### config.mk
export PLATFORM = sky130hd
export DESIGN_NAME = reaction_timer_ctrl_flat
export DESIGN_NICKNAME = d
export VERILOG_FILES = /design/src/rtl/reaction_timer_ctrl_pkg.sv /design/src/rtl/reaction_timer_ctrl_if.sv /design/src/rtl/reaction_timer_ctrl_bcd_ms_counter.sv /design/src/rtl/reaction_timer_ctrl.sv /design/src/flat_wrapper.sv
export SDC_FILE = /design/constraint.sdc
export NUM_CORES = 1
export LEC_CHECK = 0
export ABC_AREA = 1
export BUFFER_PORTS_ARGS = -buffer_cell sky130_fd_sc_hd__buf_2
export CORE_UTILIZATION = 45
export DETAILED_ROUTE_END_ITERATION = 10
export PLACE_DENSITY_LB_ADDON = 0.3
export SYNTH_ARGS = -nofsm -noshare
export SYNTH_HDL_FRONTEND = slang
export SYNTH_SLANG_ARGS = --single-unit
### constraint.sdc
create_clock -name clk -period 2.19 [get_ports clk]
set_input_delay 0.3285 -clock clk [delete_from_list [all_inputs] [get_ports clk]]
set_output_delay 0.3285 -clock clk [all_outputs]
set_load 0.02 [all_outputs]
### src/rtl/reaction_timer_ctrl_pkg.sv
// rtl/reaction_timer_ctrl_pkg.sv - shared state codes and constants for the reaction timer
package reaction_timer_ctrl_pkg;

  typedef enum logic [2:0] {
    ST_A = 3'd0,  // idle
    ST_B = 3'd1,  // arm
    ST_C = 3'd2,  // pre-go delay
    ST_D = 3'd3,  // timing
    ST_E = 3'd4,  // result
    ST_F = 3'd5   // fault: false start or overflow
  } state_t;

  localparam logic [15:0] LFSR_SEED = 16'hACE1;
  // Fibonacci taps 16,14,13,11 as bit positions 15,13,12,10
  localparam logic [15:0] LFSR_TAPS = 16'hB400;
  localparam logic [3:0]  BCD_MAX   = 4'd9;

endpackage

### src/rtl/reaction_timer_ctrl_if.sv
// rtl/reaction_timer_ctrl_if.sv - button-side inputs and display-side outputs of the reaction timer
interface reaction_timer_ctrl_if;
  logic       start;
  logic       stop;
  logic [2:0] state;
  logic [3:0] ones;
  logic [3:0] tenths;
  logic [3:0] hundreths;
  logic [3:0] thousandths;
  logic       led_go;

  modport master (
    output start, stop,
    input  state, ones, tenths, hundreths, thousandths, led_go
  );

  modport slave (
    input  start, stop,
    output state, ones, tenths, hundreths, thousandths, led_go
  );
endinterface

### src/rtl/reaction_timer_ctrl_bcd_ms_counter.sv
// rtl/reaction_timer_ctrl_bcd_ms_counter.sv - 4-digit cascaded BCD millisecond counter, saturating at 9999
module bcd_ms_counter
  import reaction_timer_ctrl_pkg::*;
(
  input  logic       clk,
  input  logic       reset,
  input  logic       i_clr,
  input  logic       i_en,
  output logic [3:0] o_ones,
  output logic [3:0] o_tenths,
  output logic [3:0] o_hundreths,
  output logic [3:0] o_thousandths,
  output logic       o_full
);

  logic [3:0] r_ones, r_tenths, r_hundreths, r_thousandths;
  logic       w_full;

  assign w_full = (r_ones == BCD_MAX) && (r_tenths == BCD_MAX) &&
                  (r_hundreths == BCD_MAX) && (r_thousandths == BCD_MAX);

  // Saturates at 9999 even if enabled, so the display never wraps to 0000
  always_ff @(posedge clk) begin
    if (reset || i_clr) begin
      r_ones        <= 4'd0;
      r_tenths      <= 4'd0;
      r_hundreths   <= 4'd0;
      r_thousandths <= 4'd0;
    end else if (i_en && !w_full) begin
      if (r_thousandths == BCD_MAX) begin
        r_thousandths <= 4'd0;
        if (r_hundreths == BCD_MAX) begin
          r_hundreths <= 4'd0;
          if (r_tenths == BCD_MAX) begin
            r_tenths <= 4'd0;
            r_ones   <= r_ones + 4'd1;
          end else begin
            r_tenths <= r_tenths + 4'd1;
          end
        end else begin
          r_hundreths <= r_hundreths + 4'd1;
        end
      end else begin
        r_thousandths <= r_thousandths + 4'd1;
      end
    end
  end

  assign o_ones        = r_ones;
  assign o_tenths      = r_tenths;
  assign o_hundreths   = r_hundreths;
  assign o_thousandths = r_thousandths;
  assign o_full        = w_full;

endmodule

### src/rtl/reaction_timer_ctrl.sv
// rtl/reaction_timer_ctrl.sv - reaction-timer FSM with ms prescaler, LFSR pre-go delay and BCD result
module reaction_timer_ctrl
  import reaction_timer_ctrl_pkg::*;
#(
  parameter int TICK_DIV        = 50000,
  parameter int DELAY_MIN_MS    = 1000,
  parameter int DELAY_RAND_BITS = 11
) (
  input  logic                 clk,
  input  logic                 reset,
  reaction_timer_ctrl_if.slave bus
);

  localparam int PW = (TICK_DIV > 1) ? $clog2(TICK_DIV) : 1;
  localparam int DW = 13;
  localparam logic [15:0] RAND_MASK = 16'((32'd1 << DELAY_RAND_BITS) - 32'd1);

  state_t          r_state;
  logic [PW-1:0]   r_presc;
  logic [15:0]     r_lfsr;
  logic [DW-1:0]   r_delay;
  logic            r_led_go;

  logic            w_tick;
  logic            w_go;
  logic            w_full;
  logic            w_cnt_en;
  logic            w_cnt_clr;
  logic [DW-1:0]   w_delay_load;

  assign w_tick       = (r_presc == PW'(TICK_DIV - 1));
  assign w_go         = (r_state == ST_C) && !bus.stop && w_tick && (r_delay == DW'(1));
  assign w_delay_load = DW'(DELAY_MIN_MS) + DW'(r_lfsr & RAND_MASK);
  assign w_cnt_clr    = (r_state == ST_B);
  // A stop on a tick cycle wins, so the frozen result excludes that tick
  assign w_cnt_en     = (r_state == ST_D) && w_tick && !bus.stop;

  always_ff @(posedge clk) begin
    if (reset || w_tick || w_go) r_presc <= '0;
    else                         r_presc <= r_presc + PW'(1);
  end

  always_ff @(posedge clk) begin
    if (reset) r_lfsr <= LFSR_SEED;
    else       r_lfsr <= {r_lfsr[14:0], ^(r_lfsr & LFSR_TAPS)};
  end

  always_ff @(posedge clk) begin
    if (reset) begin
      r_state  <= ST_A;
      r_delay  <= '0;
      r_led_go <= 1'b0;
    end else begin
      case (r_state)
        ST_A: if (bus.start) r_state <= ST_B;
        ST_B: begin
          r_delay <= w_delay_load;
          r_state <= ST_C;
        end
        ST_C: begin
          if (bus.stop) begin
            r_state <= ST_F;
          end else if (w_tick) begin
            if (r_delay == DW'(1)) begin
              r_state  <= ST_D;
              r_led_go <= 1'b1;
            end else begin
              r_delay <= r_delay - DW'(1);
            end
          end
        end
        ST_D: begin
          if (bus.stop) begin
            r_state  <= ST_E;
            r_led_go <= 1'b0;
          end else if (w_tick && w_full) begin
            r_state  <= ST_F;
            r_led_go <= 1'b0;
          end
        end
        ST_E, ST_F: if (bus.start) r_state <= ST_B;
        default: begin
          r_state  <= ST_A;
          r_led_go <= 1'b0;
        end
      endcase
    end
  end

  bcd_ms_counter u_bcd (
    .clk           (clk),
    .reset         (reset),
    .i_clr         (w_cnt_clr),
    .i_en          (w_cnt_en),
    .o_ones        (bus.ones),
    .o_tenths      (bus.tenths),
    .o_hundreths   (bus.hundreths),
    .o_thousandths (bus.thousandths),
    .o_full        (w_full)
  );

  assign bus.state  = r_state;
  assign bus.led_go = r_led_go;

endmodule

### src/flat_wrapper.sv
// flat-port wrapper written by rule: the top's interface ports become plain ports
module reaction_timer_ctrl_flat import reaction_timer_ctrl_pkg::*;
#(
  parameter int TICK_DIV        = 50000,
  parameter int DELAY_MIN_MS    = 1000,
  parameter int DELAY_RAND_BITS = 11
)
  (clk, reset, bus_start, bus_stop, bus_state, bus_ones, bus_tenths, bus_hundreths, bus_thousandths, bus_led_go);
  reaction_timer_ctrl_if bus_i ();
  input  logic clk;
  input  logic reset;
  input wire logic [$bits(bus_i.start)-1:0] bus_start;
  input wire logic [$bits(bus_i.stop)-1:0] bus_stop;
  output wire logic [$bits(bus_i.state)-1:0] bus_state;
  output wire logic [$bits(bus_i.ones)-1:0] bus_ones;
  output wire logic [$bits(bus_i.tenths)-1:0] bus_tenths;
  output wire logic [$bits(bus_i.hundreths)-1:0] bus_hundreths;
  output wire logic [$bits(bus_i.thousandths)-1:0] bus_thousandths;
  output wire logic [$bits(bus_i.led_go)-1:0] bus_led_go;
  assign bus_i.start = bus_start;
  assign bus_i.stop = bus_stop;
  assign bus_state = bus_i.state;
  assign bus_ones = bus_i.ones;
  assign bus_tenths = bus_i.tenths;
  assign bus_hundreths = bus_i.hundreths;
  assign bus_thousandths = bus_i.thousandths;
  assign bus_led_go = bus_i.led_go;
  reaction_timer_ctrl #(.TICK_DIV(TICK_DIV), .DELAY_MIN_MS(DELAY_MIN_MS), .DELAY_RAND_BITS(DELAY_RAND_BITS)) u_core (.clk(clk), .reset(reset), .bus(bus_i));
endmodule
Word-level counts from Yosys, hierarchy flattened

Cells that the tools add are included.

Register bits after elaboration: 65
Input bits: 4
Output and inout bits: 20

$add $sub $neg: 7
Equal/unequal tests: 19
Mux-type cells: 20
Bitwise logic cells: 1
Reduce and logical (&&, ||, !) cells: 26

Operators by type and width:

| kind                                                  | count |
|---|---|
| two-way mux 13 bit                                    | 3 |
| one-hot mux 13 bit (2 select lines)                   | 1 |
| two-way mux 3 bit                                     | 6 |
| adder 16 x 1 -> 16 bit (second input constant)        | 1 |
| adder 4 x 1 -> 4 bit (second input constant)          | 4 |
| equality test 16 bit (second input constant)          | 1 |
| equality test 4 bit (second input constant)           | 4 |
| XOR reduction 16 bit                                  | 1 |
| equality test 13 x 1 -> 1 bit (second input constant) | 1 |
| subtractor 13 x 1 -> 13 bit (second input constant)   | 1 |
| adder 10 x 11 -> 12 bit (first input constant)        | 1 |
| two-way mux 4 bit                                     | 3 |
| one-hot mux 3 bit (4 select lines)                    | 1 |
| AND reduction 4 bit                                   | 3 |
| logical AND 1 bit                                     | 10 |
| equality test 3 x 2 -> 1 bit (second input constant)  | 2 |
| equality test 3 bit (second input constant)           | 2 |
| != test 2 bit (second input constant)                 | 3 |
| != test 3 bit (second input constant)                 | 2 |
| two-way mux 1 bit                                     | 5 |
| AND reduction 5 bit                                   | 1 |
| != test 2 x 1 -> 1 bit (second input constant)        | 2 |
| OR reduction 4 bit                                    | 1 |
| equality test 3 x 1 -> 1 bit (second input constant)  | 1 |
| 10 further kinds                                      | 13 |

Logic depth before layout (Yosys ltp)

Gate-level depths: netlist of run 1.

Depth after elaboration: 8
Mapped depth: 13
Mapped depth without buffers: 13

By module

From an unflattened synthesis of run 1, not the netlist that was laid out.

Cells, all modules: 548
Area total of the unflattened synthesis: 3,657.3 um^2

Modules (own cells, without submodules):

| module              | times used | cells an instance | area an instance (um^2) | seq. area each (um^2) |
|---|---|---|---|---|
| reaction_timer_ctrl | 1          | 415               | 2,683.8                 | 980.9 |
| bcd_ms_counter      | 1          | 133               | 973.4                   | 320.3 |

Worst setup path before layout of run 1

Ideal clock, no wire load.

Path type: register -> register
From: register u_core.r_state[1], in the netlist u_core.bus.state[1]
To: register u_core.r_delay[11]
Library setup time: 0.115 ns
Arrival: 1.520 ns
Data required time: 2.075 ns
Setup slack: 0.556 ns
Cell stages (with the launch flop): 11
Path through: dfxtp_1 -> inv_2 -> nor3_4 -> inv_2 -> nor2_2 -> inv_2 -> nand3_4 -> inv_2 -> buf_6 -> o21ai_1 -> nor2_1

Cells in the longest elaborated chain, start to end: 3
Elaborated cells on any way between the ends: 8
Classes of those cells: eq/ne: 5; mux: 1; reduce/logical: 2

Ends and longest elaborated chain:

| what                                                                         | line                      | source |
|---|---|---|
| from (decl)                                                                  | reaction_timer_ctrl.sv:18 | `state_t r_state;` |
| from (signal assigned)                                                       | reaction_timer_ctrl.sv:50 | `r_state <= ST_A;` |
| from (signal assigned)                                                       | reaction_timer_ctrl.sv:55 | `ST_A: if (bus.start) r_state <= ST_B;` |
| from (signal assigned)                                                       | reaction_timer_ctrl.sv:58 | `r_state <= ST_C;` |
| equality test 3 x 2 -> 1 bit or equality test 3 x 1 -> 1 bit (tied branches) | reaction_timer_ctrl.sv:54 | `case (r_state)` |
| != test 2 bit (no line) (tied with other cells)                              | n/a                       |  |
| AND reduction 4 bit (no line)                                                | n/a                       |  |
| to (signal assigned)                                                         | reaction_timer_ctrl.sv:57 | `r_delay <= w_delay_load;` |
| to (signal assigned)                                                         | reaction_timer_ctrl.sv:68 | `r_delay <= r_delay - DW'(1);` |
| to (decl)                                                                    | reaction_timer_ctrl.sv:21 | `logic [DW-1:0] r_delay;` |

Parallel ways exist; a longest one is shown, timed or not.
A chain may end at the register's enable or synchronous reset.

Worst setup path after layout of run 1

From: register u_core.r_state[1], in the netlist u_core.bus.state[1]
To: register u_core.r_delay[10]

Same word-level chain as after synthesis.

==> results of run 1 <==
[logic make-up after synthesis]
kind of cell,share of synthesized area
compound gates,0.0942
buf+inv,0.0871
flops,0.384
simple gates,0.371
fa+ha+maj,0.0222
xor+xnor,0.0414
[worst max-delay path: stages, from the launching register on]
cell     delay [ps]
dfxtp_1         400
inv_2            90
nor3_4          230
inv_2           200
nor2_2          150
inv_2            60
nand3_4         180
inv_2           140
o21ai_0         180
nor2_1           70
[sequential cells by signal (all words and copies together), names as in the netlist, 3 cells and up]
signal and flops:
u_core.r_presc 16, u_core.u_bcd.o_tenths 4, u_core.u_bcd.o_ones 4, u_core.u_bcd.o_hundreths 4, u_core.bus.state 3, u_core.r_lfsr 16
u_core.u_bcd.o_thousandths 4, u_core.r_delay 13
[metal layers]
metal / part of all wire / routed length, um
met5: 0 / 0
met4: 0.012 / 88
met3: 0.041 / 289
met2: 0.45 / 3150
met1: 0.50 / 3530
[Yosys cell counts]
cell      number  area, um2
a211oi_1       1       7.51
a21boi_0       1       7.51
a21oi_1       35        175
a31oi_1        1       6.26
and3_1         1       6.26
buf_2          2       10.0
buf_6          2       22.5
clkbuf_1       6       22.5
dfxtp_1       65       1300
ha_1           6       75.1
inv_1         59        221
inv_2          5       18.8
nand2_1      120        450
nand2_2        2       12.5
nand3_1       26        130
nand3_2        1       10.0
nand3_4        1       17.5
nand3b_1       1       7.51
nand4_1       12       75.1
nor2_1        88        330
nor2_2         4       25.0
nor2_4         2       22.5
nor3_1        13       65.1
nor3_2         1       10.0
nor3_4         1       16.3
nor3b_1        3       22.5
nor4_1         1       6.26
o21ai_0       20        100
o21ai_1        3       15.0
o31ai_1        1       7.51
or2_0          1       6.26
or2_2          7       43.8
xnor2_1        6       52.6
xor2_1        10       87.6
[stage by stage]
stage | setup slack [ps] | hold slack [ps] | instances | cell area, um2
finish | 353 | 365 | 641 | 3780
global route | 100 | 378 | 641 | 3780
CTS | 350 | 373 | 641 | 3780
detailed placement | 363 | 392 | 625 | 3610
global placement | 441 | 394 | 625 | 3610
floorplan | 556 | 388 | 508 | 3390
[where the power goes]
part	switching (mW)	internal [mW]
Sequential	0.126	1.32
Combinational	0.901	0.479
Clock	0.442	0.468
[layout make-up]
class | instances | area (um2)
timing repair buffer | 28 | 153
sequential | 65 | 1300
clock buffer | 13 | 159
fill | 758 | 3470
multi-input combinational | 369 | 1790
clock inverter | 3 | 15.0
tap | 99 | 124
inverter | 64 | 240
[final timing paths]
kind,from,depth (start not counted),slack (ps),to
max,u_core.bus.state[1],9,350,u_core.r_delay[10]
min reg2reg,u_core.r_lfsr[11],2,410,u_core.r_lfsr[12]
min,reset,2,370,u_core.r_lfsr[4]
max reg2reg,u_core.bus.state[1],9,350,u_core.r_delay[10]
==> metrics.cfg, run 1 <==
[synth]
yosysSeqAreaShare=0.384
syn-num-nets=518
synth-seq-cells=65
ys_warn_count=0
synthCells=508
avgSynthCellArea_um2=6.67
synth_cell_types=34
syn-cell-area_um2=3390

[sta]
fin_setup_tns_ps=0
fin_crit_ps=1840
finalMaxSlewViolations=0
maxSlewHeadroom=0.635
fmax_mhz=544
final_hold_viol_count=0
fin_crit_sh=0.839
fin_skew_ps=5.93
setup_viol=0
worst_pin_slew_ps=547
rsz0062_at_grt=false

[setup_path]
worst-endpoint-arrival_ps=2070
path_max_fanout=18
required_ps=2420
start_kind=register
critPathKind=reg -> reg
cp-end-kind=register

[clock_tree]
root_buffer=clkbuf_8
clockBufferDepth=2
cts_hold_buf=0
h-tree-depth=3
clk_latency_ps=340
tritoncts=yes
cts_inserted_buffers=9
post_cts_buffers=0
cts.sinks=65
cts_resized=0
path_clk_slew_ps=70

[route]
routed_via_density=4.88
drcViolationCount=0
drtPass1Iterations=5
routed_wl_mm=7.06
wl_per_cell_um=11.0
dr.first_iter.drc_count=170
dr_total_vias=3125
ant_nets=0

[layout]
final_nets=547
final_common_cell=nand2_1
drive_gt1_frac=0.122
final_util=0.522
syn_to_final_growth_pct=11.7
layout_common_cells=nand2_1, nor2_1, dfxtp_1, inv_1, a21oi_1
antennaDiodeCount=0

[power]
p_leak_nw=1.64
power.density_nw_per_um2=988
power.total_mw=3.74
ir_drop_mv=0.406

[flow_run]
drv_cap=0

[die]
die_area_um2=7880
die_h_um=88.8
fp-row-count=31
core_um2=7250
die_w_um=88.8
initial_core_util=0.467
pin_count=24

[global_routing]
grtUsageMet1=0.249
grt_pass1_vias=2738
met3_usage=0.0532
grt_max_degree=21
grt_pass1_wl_mm=11.8
grt_usage=0.196
antenna_found_initial=0
busiest_layer=met2
use_met2=0.313
grt.overflow.total=0

[place]
place_congestion=0.854
portBuffers=23
place_hpwl_mm=5.13

[outcome]
status=finished clean

[min_path]
hold_path_class=in -> reg

No activity file was read; power rests on OpenSTA's default activity.
==> run 2, diff against run 1 <==
- ABC_AREA: 1 -> 0
- clock period: 2.19 -> 1.55 ns (I/O delays scaled with it)
==> run 2 against run 1 <==
The run now ends with setup timing left. Non-clock buffer count is 100 higher. Sequential cell count stayed put. Die area shrank 3.0%. Final area increased by 29%. Largest cell class unchanged.
==> metrics.cfg, run 2 <==
[setup_path]
path_max_fanout=3  ; -15
required_ps=1840  ; -580 ps
critPathKind=reg -> reg
crit_chain=inv_2 > ha_4 > nor4b_4 > a41oi_2 > a31oi_4 > or4_4 > a21oi_4
start_kind=register
path_buf_inv=1  ; -3
cpPeakStageDelay_ps=520  ; +120 ps
r2r-start=u_core.r_delay[1]
worst-endpoint-arrival_ps=2100  ; +30 ps
r2r-end=u_core.r_delay[12]
slowest_stage=or4_4
reg2reg_slack_ps=-260  ; -610 ps
critPathTopFamily=simple AND/OR/NAND/NOR gates
cp-end-kind=register
rr_worst_depth=7  ; -2

[place]
dp_slack_ps=-236  ; -599 ps
dp_cells=571  ; -8.6%
place_hpwl_mm=5.72  ; +12%
portBuffers=23  ; unchanged
place_congestion=0.891  ; +4.3%

[global_routing]
grt_pass1_vias=3202  ; +17%
grt_pass1_wl_mm=14.6  ; +24%
grt_max_degree=32  ; +52%
grt.overflow.total=0  ; unchanged
grt_usage=0.247  ; +0.0509
antenna_found_initial=0  ; unchanged

[route]
dr.first_iter.drc_count=189  ; +11%
ant_nets=0  ; unchanged
routed_via_density=5.55  ; +14%
wl_per_cell_um=15.0  ; +36%
dr_total_vias=3323  ; +6.3%
routed_wl_mm=8.96  ; +27%
drtPass1Iterations=5  ; unchanged
drcViolationCount=0  ; unchanged

[synth]
synth_area_leaders=dfxtp_1, nor2_1, a21oi_1
synthCells=375  ; -26%
ys_warn_count=0  ; unchanged
async_reset_ff_frac=0  ; unchanged
yosysMostFrequentCell=dfxtp_1
synth_compound_area_frac=0.182  ; +0.0875
synth_common_cells=dfxtp_1, nor2_1, a21oi_1
synth_top_cell_area_share=0.396  ; +0.0120
yosysSeqAreaShare=0.396  ; +0.0120
avgSynthCellArea_um2=8.76  ; +31%
muxShareOfSynthArea=0.0126  ; +0.0126
synthAdderAreaFrac=0.0228  ; +0.000692
synth-edff-count=0  ; unchanged
synth_cell_types=61  ; +79%
syn-num-nets=385  ; -26%
syn-cell-area_um2=3290  ; -3.0%
yosys.area.top_type=dfxtp_1
synth-seq-cells=65  ; unchanged
synth_ff_type=dfxtp_1
yosys.area_share.simple=0.286  ; -0.0851
synthXorXnorAreaFrac=0.0666  ; +0.0253
synth_top_family_by_area=simple AND/OR/NAND/NOR gates

[min_path]
min_from=reset
holdPathStages=2  ; unchanged
hold_path_class=in -> reg
holdPathEnd=u_core.bus.state[1]

[clock_tree]
tritoncts=yes
clk_latency_ps=350  ; about the same
cts.sinks=65  ; unchanged
path_clk_slew_ps=70  ; about the same
root_buffer=clkbuf_8
h-tree-depth=3  ; unchanged
clockBufferDepth=2  ; unchanged
cts_inserted_buffers=9  ; unchanged

[die]
initial_core_util=0.476  ; +0.00859
die_area_um2=7650  ; -3.0%
fp-row-count=30  ; -3.2%
core_um2=6910  ; -4.8%
die_w_um=87.5  ; -1.5%
die_h_um=87.5  ; -1.5%
pin_count=24  ; unchanged

[power]
power.net_switching_mw=1.89  ; +28%
power_frac_comb=0.380  ; +0.011
power.total_mw=5.71  ; +53%
swShare=0.330  ; -0.0625
power.density_nw_per_um2=1170  ; +19%
p_leak_nw=1.97  ; +20%
power.internal_mw=3.82  ; +68%
pwr-share-seq=0.340  ; -0.048
p_clk_frac=0.280  ; +0.037
ir_drop_mv=0.776  ; +91%

[sta]
fin_setup_tns_ps=-4350  ; -4350 ps
worst_pin_slew_ps=525  ; -22.2 ps
fin_crit_sh=1.17  ; +0.328
setup_ws_ps=-259  ; -612 ps
fin_skew_ps=6.98  ; +1.05 ps
setup_viol=33  ; +33
rsz0062_at_grt=true
finalMaxSlewViolations=0  ; unchanged
final_hold_viol_count=0  ; unchanged
fmax_mhz=553  ; +1.5%
fin_crit_ps=1810  ; -27.9 ps
maxSlewHeadroom=0.641  ; +0.00663

[layout]
final_nets=508  ; -7.1%
syn_to_final_growth_pct=48.4
layout_common_cells=buf_4, dfxtp_1, nor2_1, buf_2, a21oi_1
final_util=0.706  ; +0.184
largestRegisters=u_core.r_lfsr: 16 flops, u_core.r_presc: 16 flops, u_core.r_delay: 13 flops
antennaDiodeCount=0  ; unchanged
final_common_cell=buf_4
drive_gt1_frac=0.465  ; +0.343
instances_no_fill=599  ; -6.6%

[flow_run]
drv_cap=0  ; unchanged

[outcome]
violations=setup timing
status=finished with violations

run 2: changes by cell type in the layout (fill, tap and decap cells not counted), moves of 10 or more:
cell      previous run  this run
nand2_1            120        14
buf_4                5        94
nor2_1              88        39
inv_1               59        11
dfxtp_1             65        45
dfxtp_2              0        17
nand3_1             26         9
a21oi_1             35        20
o21ai_0             20         6
nor2b_1              0        13
nand2b_1             0        10
run 2: cell families (layout without fill, tap and decap cells):
| family | Yosys count | after routing |
|---|---|---|
| multiplexers | 4 | 4 |
| buffers and inverters | 28 | 156 |
| AO/OA/AOI/OAI | 86 | 86 |
| XOR/XNOR | 25 | 25 |
| AND/OR/NAND/NOR | 161 | 161 |
| adder cells (fa/ha/maj) | 6 | 6 |
| flip-flops | 65 | 65 |
run 2: how the worst max path moves through the flow:
stage                     depth (start not counted)  slack (ps)             endpoint                start
after global routing                              7        -330   u_core.r_delay[12]    u_core.r_delay[1]
after detailed placement                          5        -240   u_core.r_delay[12]   u_core.r_presc[11]
after CTS                                         5        -230   u_core.r_delay[12]   u_core.r_presc[11]
after global placement                            7        -180  u_core.bus.state[2]    u_core.r_delay[1]
after floorplan                                   6        -170   u_core.r_delay[12]  u_core.bus.state[0]
final                                             7        -260   u_core.r_delay[12]    u_core.r_delay[1]
run 2: through the flow:
step | cell area (um2) | hold WS [ps]
CTS | 4740 | 182
finish | 4880 | 190
detailed placement | 4260 | 402
floorplan | 3410 | 389
global route | 4880 | 211
global placement | 4260 | 394
run 2: final cells by class:
cell class,instances,area (um2)
multi-input combinational,282,2190
fill,512,2030
sequential,65,1330
timing repair buffer,128,971
clock buffer,15,188
tap,96,120
inverter,12,45.0
clock inverter,1,30.0
run 2: metal layers:
metal / wire length [um] / GRT usage / vias up
met2: 4510 / 0.430 / 90
met1: 3890 / 0.293 / 1596
met3: 323 / 0.0464 / 24
met4: 242 / 0.112 / 0
li1: - / - / 1613
met5: 0 / 0 / -
run 2: power by group through the flow:
stage,logic (mW),registers (mW),clock network (mW)
after floorplan,0.994,1.98,0
after global placement,1.83,1.95,0
after detailed placement,1.85,1.96,0
after CTS,2.04,1.94,1.61
after global routing,2.35,1.96,1.69
final,2.17,1.94,1.60
run 2: repair_timing:
| item | 4_1_cts | 5_1_grt |
|---|---|---|
| setup buffers | 11 | 2 |
| hold buffers | 0 | 0 |
| endpoints found under the setup margin | 33 | 36 |
| pin swaps | 20 | 20 |
| resized for setup | 43 | 25 |
==> run 3, diff against run 2 <==
- clock period: 1.55 -> 2.2 ns (I/O delays scaled with it)
==> run 3 against run 2 <==
Largest power group is now registers. Critical path depth decreased by 1. Final area down 24%. The flow now finishes without violations. Via count fell by 16%. Largest cell class unchanged. Global-route usage fell by 5.5 points.
==> metrics.cfg, run 3 (synthesis gave the netlist of run 2 again) <==
[die]
die_h_um=87.5  ; unchanged
die_w_um=87.5  ; unchanged
core_um2=6910  ; unchanged
fp-row-count=30  ; unchanged
die_area_um2=7650  ; unchanged
initial_core_util=0.476  ; unchanged
pin_count=24  ; unchanged

[place]
dp_cells=484  ; -15%
placed_area_um2=3500  ; -18%
place_congestion=0.848  ; -4.9%
portBuffers=23  ; unchanged
place_hpwl_mm=4.85  ; -15%

[sta]
rsz0062_at_grt=false
maxSlewHeadroom=0.614  ; -0.0269
setup_viol=0  ; -100%
final_hold_viol_count=0  ; unchanged
fin_skew_ps=11.8  ; +4.82 ps
fin_setup_tns_ps=0  ; +4350 ps
fin_crit_sh=0.928  ; -0.239
fin_crit_ps=2040  ; +232 ps
finalMaxSlewViolations=0  ; unchanged
worst_pin_slew_ps=579  ; +53.9 ps
fmax_mhz=490  ; -11%

[global_routing]
grt_max_degree=29  ; -9.4%
grt.overflow.total=0  ; unchanged
antenna_found_initial=0  ; unchanged
grt_pass1_vias=2466  ; -23%
grt_pass1_wl_mm=11.4  ; -22%
grt_usage=0.191  ; -0.0555

[clock_tree]
cts_inserted_buffers=9  ; unchanged
root_buffer=clkbuf_8
clockBufferDepth=2  ; unchanged
h-tree-depth=3  ; unchanged
path_clk_slew_ps=80  ; about the same
cts.sinks=65  ; unchanged
clk_latency_ps=350  ; about the same
tritoncts=yes

[layout]
instances_no_fill=502  ; -16%
final_nets=411  ; -19%
layout_common_cells=dfxtp_1, nor2_1, a21oi_1, buf_2, o21ai_0
syn_to_final_growth_pct=12.5
final_util=0.535  ; -0.171
largestRegisters=u_core.r_lfsr: 16 flops, u_core.r_presc: 16 flops, u_core.r_delay: 13 flops
antennaDiodeCount=0  ; unchanged
n_fill_cell=661  ; +29%
drive_gt1_frac=0.187  ; -0.278
final_common_cell=dfxtp_1
stdcell_area_um2=3700  ; -24%

[power]
ir_drop_mv=0.488  ; -37%
p_leak_nw=1.40  ; -29%
power.density_nw_per_um2=858  ; -27%

[setup_path]
start_kind=register
rr_worst_depth=6  ; -1
cp-end-kind=register
worst-endpoint-arrival_ps=2320  ; +220 ps
r2r-end=u_core.r_delay[12]
critPathKind=reg -> reg
r2r-start=u_core.r_presc[0]
required_ps=2480  ; +640 ps
path_max_fanout=16  ; +13
reg2reg_slack_ps=160  ; +420 ps

[route]
wl_met1_mm=3.41  ; -12%
wl_met2_mm=3.22  ; -28%
routed_wl_mm=7.00  ; -22%
met3_length_um=270  ; -16%
wl_per_cell_um=14.0  ; -6.7%
drtPass1Iterations=6  ; +1
routed_via_density=5.57  ; +0.33%
highest_layer=met4
dr_total_vias=2794  ; -16%
ant_nets=0  ; unchanged
dr.first_iter.drc_count=120  ; -37%
drcViolationCount=0  ; unchanged

[min_path]
holdPathStages=2  ; unchanged
min_from=reset
hold_path_class=in -> reg
holdPathEnd=u_core.r_lfsr[3]

[flow_run]
drv_cap=0  ; unchanged

[outcome]
status=finished clean

## run 3: changes by cell type in the layout (fill, tap and decap cells not counted), moves of 5 or more
| cell | before | now |
|---|---|---|
| buf_4 | 94 | 8 |
| buf_6 | 8 | 0 |
| o21ai_0 | 6 | 16 |
| dfxtp_2 | 17 | 1 |
| dfxtp_1 | 45 | 64 |
| o21ai_1 | 9 | 2 |
| a21oi_1 | 20 | 25 |
## run 3: power by group
group          switching [mW]  internal [mW]
registers               0.130           1.27
clock network           0.463          0.468
logic                   0.504          0.335
total                    1.10           2.08
## run 3: how the worst max path moves through the flow
stage,start,to,slack [ps],depth (start not counted)
3_5_place_dp,u_core.r_delay[1],u_core.r_delay[12],160,7
4_1_cts,u_core.r_delay[1],u_core.r_delay[12],140,7
6_report,u_core.r_presc[0],u_core.r_delay[12],160,6
2_1_floorplan,u_core.u_bcd.o_thousandths[0],u_core.bus.state[2],270,5
3_3_place_gp,u_core.r_delay[1],u_core.r_delay[12],220,7
5_1_grt,u_core.r_presc[0],u_core.r_delay[12],30,6
## run 3: metrics by stage
step           setup WS (ps)  power (mW)  hold WS, ps
3_3_place_gp             220        2.22          393
3_5_place_dp             158        2.23          392
4_1_cts                  137        3.17          313
6_report                 159        3.17          319
2_1_floorplan            270        2.05          389
5_1_grt                 30.6        3.35          327
## run 3: final cells by class
cell class / count / area (um2) / share of cell area
Tap cell: 96 / 120 / 0.0325
Clock inverter: 4 / 27.5 / 0.00745
Inverter: 12 / 45.0 / 0.0122
Sequential cell: 65 / 1300 / 0.352
Clock buffer: 12 / 155 / 0.0420
Timing Repair Buffer: 31 / 175 / 0.0474
Multi-Input combinational cell: 282 / 1870 / 0.506
## run 3: worst max-delay path, stage by stage (launching register included)
cell     delay [ps]
dfxtp_1         380
ha_1            220
and3_1          240
and4_4          270
a31oi_4         200
or4_1           510
a21oi_1         150
## run 3: layer usage
layer,vias to the layer above,global-route usage
met5,-,0
met3,11,0.0389
met1,1331,0.252
li1,1406,-
met2,46,0.302
met4,0,0.0849
## run 3: what timing repair did
action,in CTS,in global routing
setup endpoints to repair,0,6
gates resized for setup,0,1
buffers inserted,0,2
hold buffers,0,0
